$ cat config.mk
export PLATFORM = sky130hd
export DESIGN_NAME = relu_maxpool
export DESIGN_NICKNAME = d
export VERILOG_FILES = /design/src/rtl/relu_maxpool_pkg.sv /design/src/rtl/relu_maxpool_linebuf.sv /design/src/rtl/relu_maxpool.sv
export SDC_FILE = /design/constraint.sdc
export NUM_CORES = 1
export LEC_CHECK = 0
export CAP_MARGIN = 20
export CORE_MARGIN = 10
export CORE_UTILIZATION = 47
export CTS_BUF_LIST = sky130_fd_sc_hd__clkbuf_4
export DETAILED_ROUTE_END_ITERATION = 10
export PLACE_DENSITY = 0.68
export SLEW_MARGIN = 10
export SYNTH_ARGS = -nofsm -noshare
export SYNTH_HDL_FRONTEND = slang
export SYNTH_SLANG_ARGS = --single-unit
$ cat constraint.sdc
create_clock -name clk -period 7.4 [get_ports clk]
set_input_delay 1.48 -clock clk [delete_from_list [all_inputs] [get_ports clk]]
set_output_delay 1.48 -clock clk [all_outputs]
set_load 0.01 [all_outputs]
$ cat src/rtl/relu_maxpool_pkg.sv
// relu_maxpool_pkg: shared constants and helpers for the ReLU + 2x2 max-pool stage.
//   OUTPUT_BITWIDTH : conv_op output word width, the default pixel width here.
//   IMG_W, KERNEL_W : image width and kernel size; they set the conv feature-map size.
//   clog2_min1      : index width helper that never returns 0.
package relu_maxpool_pkg;

    localparam int OUTPUT_BITWIDTH = 16;
    localparam int IMG_W           = 7;
    localparam int KERNEL_W        = 3;
    localparam int DEF_FMAP        = IMG_W - KERNEL_W + 1;

    // Width of a counter or index that must hold the values 0..n-1.
    // The result is at least 1 bit, so a degenerate size still gives a legal vector.
    function automatic int clog2_min1(input int n);
        return (n <= 2) ? 1 : $clog2(n);
    endfunction

endpackage

$ cat src/rtl/relu_maxpool_linebuf.sv
// pool_linebuf: one pooled row of partial maxima. It holds the max of each row pair's top row.
//   clk, rst    : clock and asynchronous active-high reset. Reset clears every entry.
//   wr_en_i     : write strobe.
//   wr_idx_i    : pool column to write.
//   wr_data_i   : partial max to store.
//   rd_idx_i    : pool column to read. The read is asynchronous.
//   rd_data_o   : stored partial max. It reads as 0 for an index past the end.
module pool_linebuf
    import relu_maxpool_pkg::*;
#(
    parameter int DATA_W = OUTPUT_BITWIDTH,
    parameter int POOL_W = DEF_FMAP / 2,
    parameter int IDX_W  = clog2_min1(POOL_W)
) (
    input  logic              clk,
    input  logic              rst,
    input  logic              wr_en_i,
    input  logic [IDX_W-1:0]  wr_idx_i,
    input  logic [DATA_W-1:0] wr_data_i,
    input  logic [IDX_W-1:0]  rd_idx_i,
    output logic [DATA_W-1:0] rd_data_o
);

    logic [DATA_W-1:0] mem_q [POOL_W];

    always_ff @(posedge clk or posedge rst) begin
        if (rst) begin
            for (int i = 0; i < POOL_W; i++) mem_q[i] <= '0;
        end else if (wr_en_i) begin
            mem_q[wr_idx_i] <= wr_data_i;
        end
    end

    // The trailing odd column of an odd-width map can present an index past the end.
    // That pixel is discarded, so its read value is never used.
    assign rd_data_o = (int'(rd_idx_i) < POOL_W) ? mem_q[rd_idx_i] : '0;

endmodule

$ cat src/rtl/relu_maxpool.sv
// relu_maxpool: applies ReLU to a raster-order conv pixel stream, then 2x2/stride-2 max-pooling.
//   clk, rst   : clock and asynchronous active-high reset.
//   in_valid   : in_data carries a signed conv pixel.
//   in_ready   : the block accepts in_data this cycle. It is low only while an output is stalled.
//   in_data    : signed conv pixel.
//   out_valid  : out_data holds a pooled pixel.
//   out_ready  : the consumer takes out_data this cycle.
//   out_data   : pooled pixel. It is never negative.
//   frame_done : one-cycle pulse, one cycle after the frame's last pixel is accepted.
module relu_maxpool
    import relu_maxpool_pkg::*;
#(
    parameter int DATA_W = OUTPUT_BITWIDTH,
    parameter int FMAP_W = DEF_FMAP,
    parameter int FMAP_H = DEF_FMAP
) (
    input  logic              clk,
    input  logic              rst,
    input  logic              in_valid,
    output logic              in_ready,
    input  logic [DATA_W-1:0] in_data,
    output logic              out_valid,
    input  logic              out_ready,
    output logic [DATA_W-1:0] out_data,
    output logic              frame_done
);

    localparam int POOL_W = FMAP_W / 2;
    localparam int CW     = clog2_min1(FMAP_W);
    localparam int RW     = clog2_min1(FMAP_H);
    localparam int PW     = clog2_min1(POOL_W);
    localparam logic [CW-1:0] COL_LAST = CW'(FMAP_W - 1);
    localparam logic [RW-1:0] ROW_LAST = RW'(FMAP_H - 1);

    logic [CW-1:0]     col_q, col_d;
    logic [RW-1:0]     row_q, row_d;
    logic [DATA_W-1:0] h_q, h_d;
    logic              out_valid_q, out_valid_d;
    logic [DATA_W-1:0] out_data_q, out_data_d;
    logic              frame_done_q, frame_done_d;

    logic              accept, col_last, row_last, discard;
    logic              lb_we, load;
    logic [PW-1:0]     p_idx;
    logic [DATA_W-1:0] relu, lb_rd, mx_src, mx;

    // There is a single output register and no skid buffer.
    // Input stalls only while a result is waiting and the consumer is not taking it.
    assign in_ready = !out_valid_q || out_ready;
    assign accept   = in_valid && in_ready;

    assign relu     = in_data[DATA_W-1] ? '0 : in_data;
    assign col_last = (col_q == COL_LAST);
    assign row_last = (row_q == ROW_LAST);
    // The trailing column or row of an odd dimension has no partner and is dropped.
    assign discard  = (((FMAP_W % 2) != 0) && col_last) || (((FMAP_H % 2) != 0) && row_last);
    assign p_idx    = PW'(col_q >> 1);

    // Only the odd-row/even-col step merges with the line buffer.
    // Every other step merges with the hold register.
    // Both operands are >= 0, so an unsigned compare is correct.
    assign mx_src = (row_q[0] && !col_q[0]) ? lb_rd : h_q;
    assign mx     = (mx_src > relu) ? mx_src : relu;

    assign lb_we = accept && !discard && !row_q[0] &&  col_q[0];
    assign load  = accept && !discard &&  row_q[0] &&  col_q[0];

    pool_linebuf #(
        .DATA_W (DATA_W),
        .POOL_W (POOL_W),
        .IDX_W  (PW)
    ) u_linebuf (
        .clk       (clk),
        .rst       (rst),
        .wr_en_i   (lb_we),
        .wr_idx_i  (p_idx),
        .wr_data_i (mx),
        .rd_idx_i  (p_idx),
        .rd_data_o (lb_rd)
    );

    always_comb begin
        col_d        = col_q;
        row_d        = row_q;
        h_d          = h_q;
        frame_done_d = accept && col_last && row_last;
        if (accept) begin
            col_d = col_last ? '0 : col_q + 1'b1;
            if (col_last) row_d = row_last ? '0 : row_q + 1'b1;
            if (!discard && !col_q[0]) h_d = row_q[0] ? mx : relu;
        end
        // A load during a drain keeps valid high and replaces the data.
        out_valid_d = load || (out_valid_q && !out_ready);
        out_data_d  = load ? mx : out_data_q;
    end

    always_ff @(posedge clk or posedge rst) begin
        if (rst) begin
            col_q        <= '0;
            row_q        <= '0;
            h_q          <= '0;
            out_valid_q  <= 1'b0;
            out_data_q   <= '0;
            frame_done_q <= 1'b0;
        end else begin
            col_q        <= col_d;
            row_q        <= row_d;
            h_q          <= h_d;
            out_valid_q  <= out_valid_d;
            out_data_q   <= out_data_d;
            frame_done_q <= frame_done_d;
        end
    end

    assign out_valid  = out_valid_q;
    assign out_data   = out_data_q;
    assign frame_done = frame_done_q;

endmodule

## After elaboration in Yosys (flattened, before gate mapping)

Index checks and enable logic that the tools add are counted.

| storage, ports and cells | value |
|---|---|
| output and inout port bits | 19 |
| input port bits | 20 |
| memories kept | 0 |
| memory bits (writable) | 0 |
| bits in latches | 0 |
| register bits | 72 |
| word-level logic and storage cells | 50 |
| ROM bits | 0 |

| operators by class | value |
|---|---|
| $add $sub $neg | 2 |
| multipliers | 0 |
| equal/unequal tests | 2 |
| divide/modulo/power cells | 0 |
| multiplexer cells | 12 |
| bitwise gates (word level) | 1 |
| reductions and logical operators | 22 |
| magnitude comparators | 3 |
| shifts and indexed selects | 0 |

Operator list:

| operator | count |
|---|---|
| $mux W16 | 7 |
| $bwmux W32 | 1 |
| $demux W16 S1 | 1 |
| $gt A16 B15 Y1 | 1 |
| $mux W15 | 1 |
| $logic_and A1 B1 Y1 | 12 |
| $add A3 B1 Y3 const B | 2 |
| $eq A3 B3 Y1 const B | 2 |
| $mux W3 | 2 |
| $logic_not A1 Y1 | 5 |
| $reduce_and A2 Y1 | 2 |
| $logic_or A1 B1 Y1 | 3 |
| $ge A2 B2 Y1 const B | 1 |
| $lt A2 B1 Y1 const B | 1 |
| $not A1 Y2 | 1 |

## Logic depth before layout (Yosys ltp)

| logic depth | value |
|---|---|
| word-level depth | 8 |
| gate-level depth with buffers | 15 |
| gate-level depth less buffers | 12 |

## Modules after synthesis

Synthesis repeated with hierarchy kept, for this count alone.

| second synthesis, totals | value |
|---|---|
| cell total of the unflattened synthesis | 340 |
| area, all modules | 4082.7 µm² |

Modules (own cells, without submodules):

| module | area an instance (µm²) | instances | sequential area each (µm²) | cells each |
|---|---|---|---|---|
| relu_maxpool | 2636.3 | 1 | 1001.0 | 252 |
| pool_linebuf | 1446.4 | 1 | 800.8 | 88 |

## Worst setup path after synthesis

No wires, ideal clock.

| timing | value |
|---|---|
| kind | input to register |
| from | input port in_data[15] |
| to | register u_linebuf.mem_q[16] (netlist name) |
| stages on the path | 10 |
| data required time | 7.275 ns |
| library setup time | 0.125 ns |
| data arrival time | 3.547 ns |
| buffers on the path | 2 |
| path slack | 3.728 ns |
| path through | clkbuf_1 > nand2b_1 > ha_1 > and3_1 > a221o_1 > a21oi_2 > a21oi_4 > buf_12 > mux2i_1 > mux2_2 |

| between the ends | value |
|---|---|
| word-level cells in the longest chain between the ends | 4 |

RTL lines:

| element | line | source |
|---|---|---|
| start, declared | relu_maxpool.sv:21 | `input logic [DATA_W-1:0] in_data,` |
| $mux W15 * | relu_maxpool.sv:52 | `assign relu = in_data[DATA_W-1] ? '0 : in_data;` |
| $gt A16 B15 Y1 | relu_maxpool.sv:63 | `assign mx = (mx_src > relu) ? mx_src : relu;` |
| $mux W16 * | relu_maxpool.sv:63 |  |
| $bwmux W32 * | relu_maxpool_linebuf.sv:30 | `mem_q[wr_idx_i] <= wr_data_i;` |
| end signal, assigned by index | relu_maxpool_linebuf.sv:30 |  |
| end, declared | relu_maxpool_linebuf.sv:24 | `logic [DATA_W-1:0] mem_q [POOL_W];` |

Every way passes the cells marked *; elsewhere a longest branch is shown, timed or not.
A chain may end at the register's enable or synchronous reset.

## Final worst setup path

| timing | value |
|---|---|
| from | input port in_data[15] |
| to | register h_q[13] |

| between the ends | value |
|---|---|
| word-level cells in the longest chain between the ends | 4 |

RTL lines:

| element | line | source |
|---|---|---|
| $mux W15 * | relu_maxpool.sv:52 |  |
| $gt A16 B15 Y1 | relu_maxpool.sv:63 |  |
| $mux W16 | relu_maxpool.sv:63 |  |
| $mux W16 * | relu_maxpool.sv:90 | `if (!discard && !col_q[0]) h_d = row_q[0] ? mx : relu;` |
| end signal, assigned | relu_maxpool.sv:101 | `h_q <= '0;` |
| end signal, assigned | relu_maxpool.sv:108 | `h_q <= h_d;` |
| end, declared | relu_maxpool.sv:37 | `logic [DATA_W-1:0] h_q, h_d;` |

Marks and branches as above.

==> out/qor.json <==
{
  "drive_gt1_share": {"value": 22.2, "unit": "%"},
  "global_route.overflow_total": {"value": 0},
  "combPwrFrac": {"value": 53.7, "unit": "%"},
  "initial_utilization": {"value": 48.4, "unit": "%"},
  "setup-tns-final": {"value": 0, "unit": "ps"},
  "cellLeakagePower": {"value": 2.16, "unit": "nW"},
  "unrepaired_setup_endpoints_after_global_routing": {"value": "false"},
  "timing_worst_slew_pin_value": {"value": 1000, "unit": "ps"},
  "rows": {"value": 33},
  "syn_area": {"value": 4000, "unit": "um2"},
  "vias": {"value": 2645},
  "post_cts_buffers": {"value": 0},
  "setup_viol_count_final": {"value": 0},
  "synth_most_common_cell": {"value": "sky130_fd_sc_hd__dfrtp_1"},
  "power.share.sequential": {"value": 32.8, "unit": "%"},
  "ff2ff_path_depth": {"value": 12},
  "maximum_number_of_pins_on_one_net_before_global_route_repair": {"value": 73},
  "fp.dieW": {"value": 112, "unit": "um"},
  "rr_startpoint": {"value": "row_q[0]$_DFFE_PP0P_"},
  "wire_length_of_the_first_global_routing_pass": {"value": 13700, "unit": "um"},
  "arrival": {"value": 4730, "unit": "ps"},
  "clock_power_share": {"value": 13.6, "unit": "%"},
  "cts_tree": {"value": "yes"},
  "portBuffers": {"value": 38},
  "post_synth_most_frequent_cells": {"value": "sky130_fd_sc_hd__dfrtp_1 (72), sky130_fd_sc_hd__mux2_2 (51), sky130_fd_sc_hd__a21oi_1 (35)"},
  "cts.sink_count": {"value": 72},
  "critPathCaptureType": {"value": "register"},
  "worstSetupEndpoint": {"value": "h_q[13]$_DFFE_PP0P_"},
  "drtPass1Iterations": {"value": 4},
  "wl": {"value": 8010, "unit": "um"},
  "critPathLaunch": {"value": "in_data[15]"},
  "post_drt_wl_per_cell": {"value": 15.8, "unit": "um"},
  "quantity_of_hold_fixing_buffers_added_after_cts": {"value": 0},
  "timing.clock.skew": {"value": 21.0, "unit": "ps"},
  "max_freq": {"value": 228, "unit": "MHz"},
  "drt_iter0_markers": {"value": 83},
  "num-nets-final": {"value": 435},
  "hold_class": {"value": "reg -> reg"},
  "critPathMaxFanout": {"value": 15},
  "finalHoldViolCount": {"value": 0},
  "clkSlewWorstSetupHoldPaths": {"value": 110, "unit": "ps"},
  "total_die_area": {"value": 12600, "unit": "um2"},
  "dieHeight": {"value": 112, "unit": "um"},
  "synth_fp_nets": {"value": 397},
  "drc_violations_left": {"value": 0},
  "cts-buffers-inserted": {"value": 9},
  "power.density": {"value": 448, "unit": "nW/um2"},
  "synth.area.top_cells": {"value": "sky130_fd_sc_hd__dfrtp_1 (45%), sky130_fd_sc_hd__mux2_2 (14%), sky130_fd_sc_hd__mux2i_1 (7.8%)"},
  "slew_headroom": {"value": 33.0, "unit": "%"},
  "worst_hold_slack": {"value": 514, "unit": "ps"},
  "clock-root-buffer": {"value": "sky130_fd_sc_hd__clkbuf_4"},
  "coreArea": {"value": 8260, "unit": "um2"},
  "netlist_instances": {"value": 358},
  "via_count_of_the_first_global_routing_pass": {"value": 2822},
  "antenna_left": {"value": 0},
  "synth_warnings": {"value": 0},
  "layout-area-overhead-vs-synth": {"value": 16.0, "unit": "%"},
  "final_period_minus_worst_setup_slack": {"value": 4390, "unit": "ps"},
  "start_kind": {"value": "input pin"},
  "worstReg2RegEnd": {"value": "h_q[13]$_DFFE_PP0P_"},
  "finalWeightedCongestion": {"value": 0.812},
  "power.share.switching": {"value": 38.9, "unit": "%"},
  "antenna_found_initial": {"value": 0},
  "cts_repair_resize_count": {"value": 0},
  "synth-edff-count": {"value": 0},
  "yosys.area.top_type": {"value": "sky130_fd_sc_hd__dfrtp_1"},
  "setup.worst_path.class": {"value": "in -> reg"},
  "synth-async-reset-ratio": {"value": 100, "unit": "%"},
  "route.detailed.vias_per_inst": {"value": 5.23},
  "ff2ff_setup_slack": {"value": 3400, "unit": "ps"},
  "final_max_slew_viol_count": {"value": 0},
  "internal_cell_power": {"value": 0.00127, "unit": "W"},
  "synth_largest_type_area_fraction": {"value": 45.1, "unit": "%"},
  "cts.path.max_buffers": {"value": 2},
  "detailedPlacementHpwl": {"value": 5690, "unit": "um"},
  "top_level_ports": {"value": 39},
  "final_clock_period_utilization_by_the_worst_path": {"value": 59.3, "unit": "%"},
  "clock_tree.htree_level_count": {"value": 3},
  "cp_data_required_time": {"value": 7740, "unit": "ps"},
  "yosys_most_used_dff": {"value": "sky130_fd_sc_hd__dfrtp_1"},
  "run_status": {"value": "finished clean"},
  "maxCapViolations": {"value": 0},
  "num_antenna_cells": {"value": 0},
  "ys_seq_area_share": {"value": 45.1, "unit": "%"},
  "synth.ff_latch_count": {"value": 72},
  "vdd.ir_drop.worst": {"value": 0.216, "unit": "mV"},
  "syn-mean-instance-area": {"value": 11.2, "unit": "um2"},
  "netlist-cell-type-count": {"value": 32},
  "global_route.usage.total": {"value": 13.1, "unit": "%"},
  "p_switching": {"value": 0.000807, "unit": "W"},
  "clock_latency": {"value": 420, "unit": "ps"}
}
## sequential cells by signal (all words and copies together), names as in the netlist
register	count
h_q	16
u_linebuf.mem_q	32
out_data	16
col_q	3
row_q	3
out_valid	1
frame_done	1
## per-stage QoR
stage	setup slack, ps	util (%)	instance area, um2	total power [W]	std cells
after detailed placement	2570	54.0	4460	0.00181	489
final	3010	56.1	4640	0.00208	506
after global routing	2800	56.1	4640	0.00227	506
after floorplan	3730	-	4000	0.00154	358
after CTS	3010	56.0	4620	0.00210	505
after global placement	2650	53.8	4450	0.00177	488
## worst max-delay path, cell delays in order
cell and delay [ps]:
sky130_fd_sc_hd__clkdlybuf4s50_1 660, sky130_fd_sc_hd__nand2b_1 310, sky130_fd_sc_hd__ha_1 300, sky130_fd_sc_hd__nor2b_1 130, sky130_fd_sc_hd__o211ai_1 90, sky130_fd_sc_hd__a21oi_1 190
sky130_fd_sc_hd__o21ai_2 140, sky130_fd_sc_hd__a211oi_4 870, sky130_fd_sc_hd__mux2_2 420, sky130_fd_sc_hd__a21oi_1 140
## how the worst min path moves through the flow
stage	cells past startpoint	start	to
after floorplan	2	u_linebuf.mem_q[15]$_DFFE_PP0P_	u_linebuf.mem_q[15]$_DFFE_PP0P_
after global placement	2	u_linebuf.mem_q[15]$_DFFE_PP0P_	u_linebuf.mem_q[15]$_DFFE_PP0P_
after detailed placement	2	u_linebuf.mem_q[15]$_DFFE_PP0P_	u_linebuf.mem_q[15]$_DFFE_PP0P_
after CTS	2	u_linebuf.mem_q[15]$_DFFE_PP0P_	u_linebuf.mem_q[15]$_DFFE_PP0P_
after global routing	1	u_linebuf.mem_q[9]$_DFFE_PP0P_	u_linebuf.mem_q[9]$_DFFE_PP0P_
final	1	u_linebuf.mem_q[5]$_DFFE_PP0P_	u_linebuf.mem_q[5]$_DFFE_PP0P_
## cells in the final DEF (no fill, tap or decap), types with 4 or more instances in the layout
cell | Yosys | final
sky130_fd_sc_hd__o21ai_0 | 11 | 11
sky130_fd_sc_hd__dfrtp_1 | 72 | 72
sky130_fd_sc_hd__clkdlybuf4s50_1 | 0 | 38
sky130_fd_sc_hd__clkbuf_4 | 0 | 12
sky130_fd_sc_hd__mux2_2 | 51 | 51
sky130_fd_sc_hd__mux2_4 | 10 | 10
sky130_fd_sc_hd__nand2b_1 | 17 | 17
sky130_fd_sc_hd__a21oi_1 | 35 | 35
sky130_fd_sc_hd__inv_1 | 22 | 21
sky130_fd_sc_hd__ha_1 | 19 | 19
sky130_fd_sc_hd__nand3_1 | 4 | 4
sky130_fd_sc_hd__nand4_1 | 6 | 6
sky130_fd_sc_hd__nand2_1 | 14 | 14
sky130_fd_sc_hd__nor2_1 | 34 | 33
sky130_fd_sc_hd__mux2i_1 | 31 | 31
## per-layer routing
layer | vias to the layer above | routed length (um) | global-route usage (%)
met3 | 11 | 216 | 3.78
met1 | 1286 | 3760 | 15.7
met4 | 0 | 136 | 5.08
li1 | 1321 | - | -
met2 | 27 | 3900 | 21.7
met5 | - | 0 | 0
## cells by family (layout without fill, tap and decap cells)
family	count (synthesis)	after routing	synth area share (%)
muxes	94	94	26.7
and+or+nand+nor	82	82	9.99
DFF	72	72	45.1
AOI/OAI and AO/OA	54	54	7.92
buffers and inverters	37	80	4.29
adders and majority gates	19	19	5.95
## power groups by stage
stage	Clock [W]	Combinational (W)	Sequential, W
5_1_grt	0.000307	0.00125	0.000708
2_1_floorplan	0	0.000867	0.000673
3_5_place_dp	0	0.00111	0.000705
3_3_place_gp	0	0.00108	0.000691
4_1_cts	0.000290	0.00111	0.000695
6_report	0.000281	0.00111	0.000681
## final cells by class
cell class | instances | area, um2
clock buffer | 12 | 90.1
clock inverter | 4 | 68.8
fill | 725 | 3620
inverter | 22 | 82.6
multi-input combinational | 249 | 2040
sequential | 72 | 1800
tap | 105 | 131
timing repair buffer | 42 | 425
(Power assumes the default switching activity.)
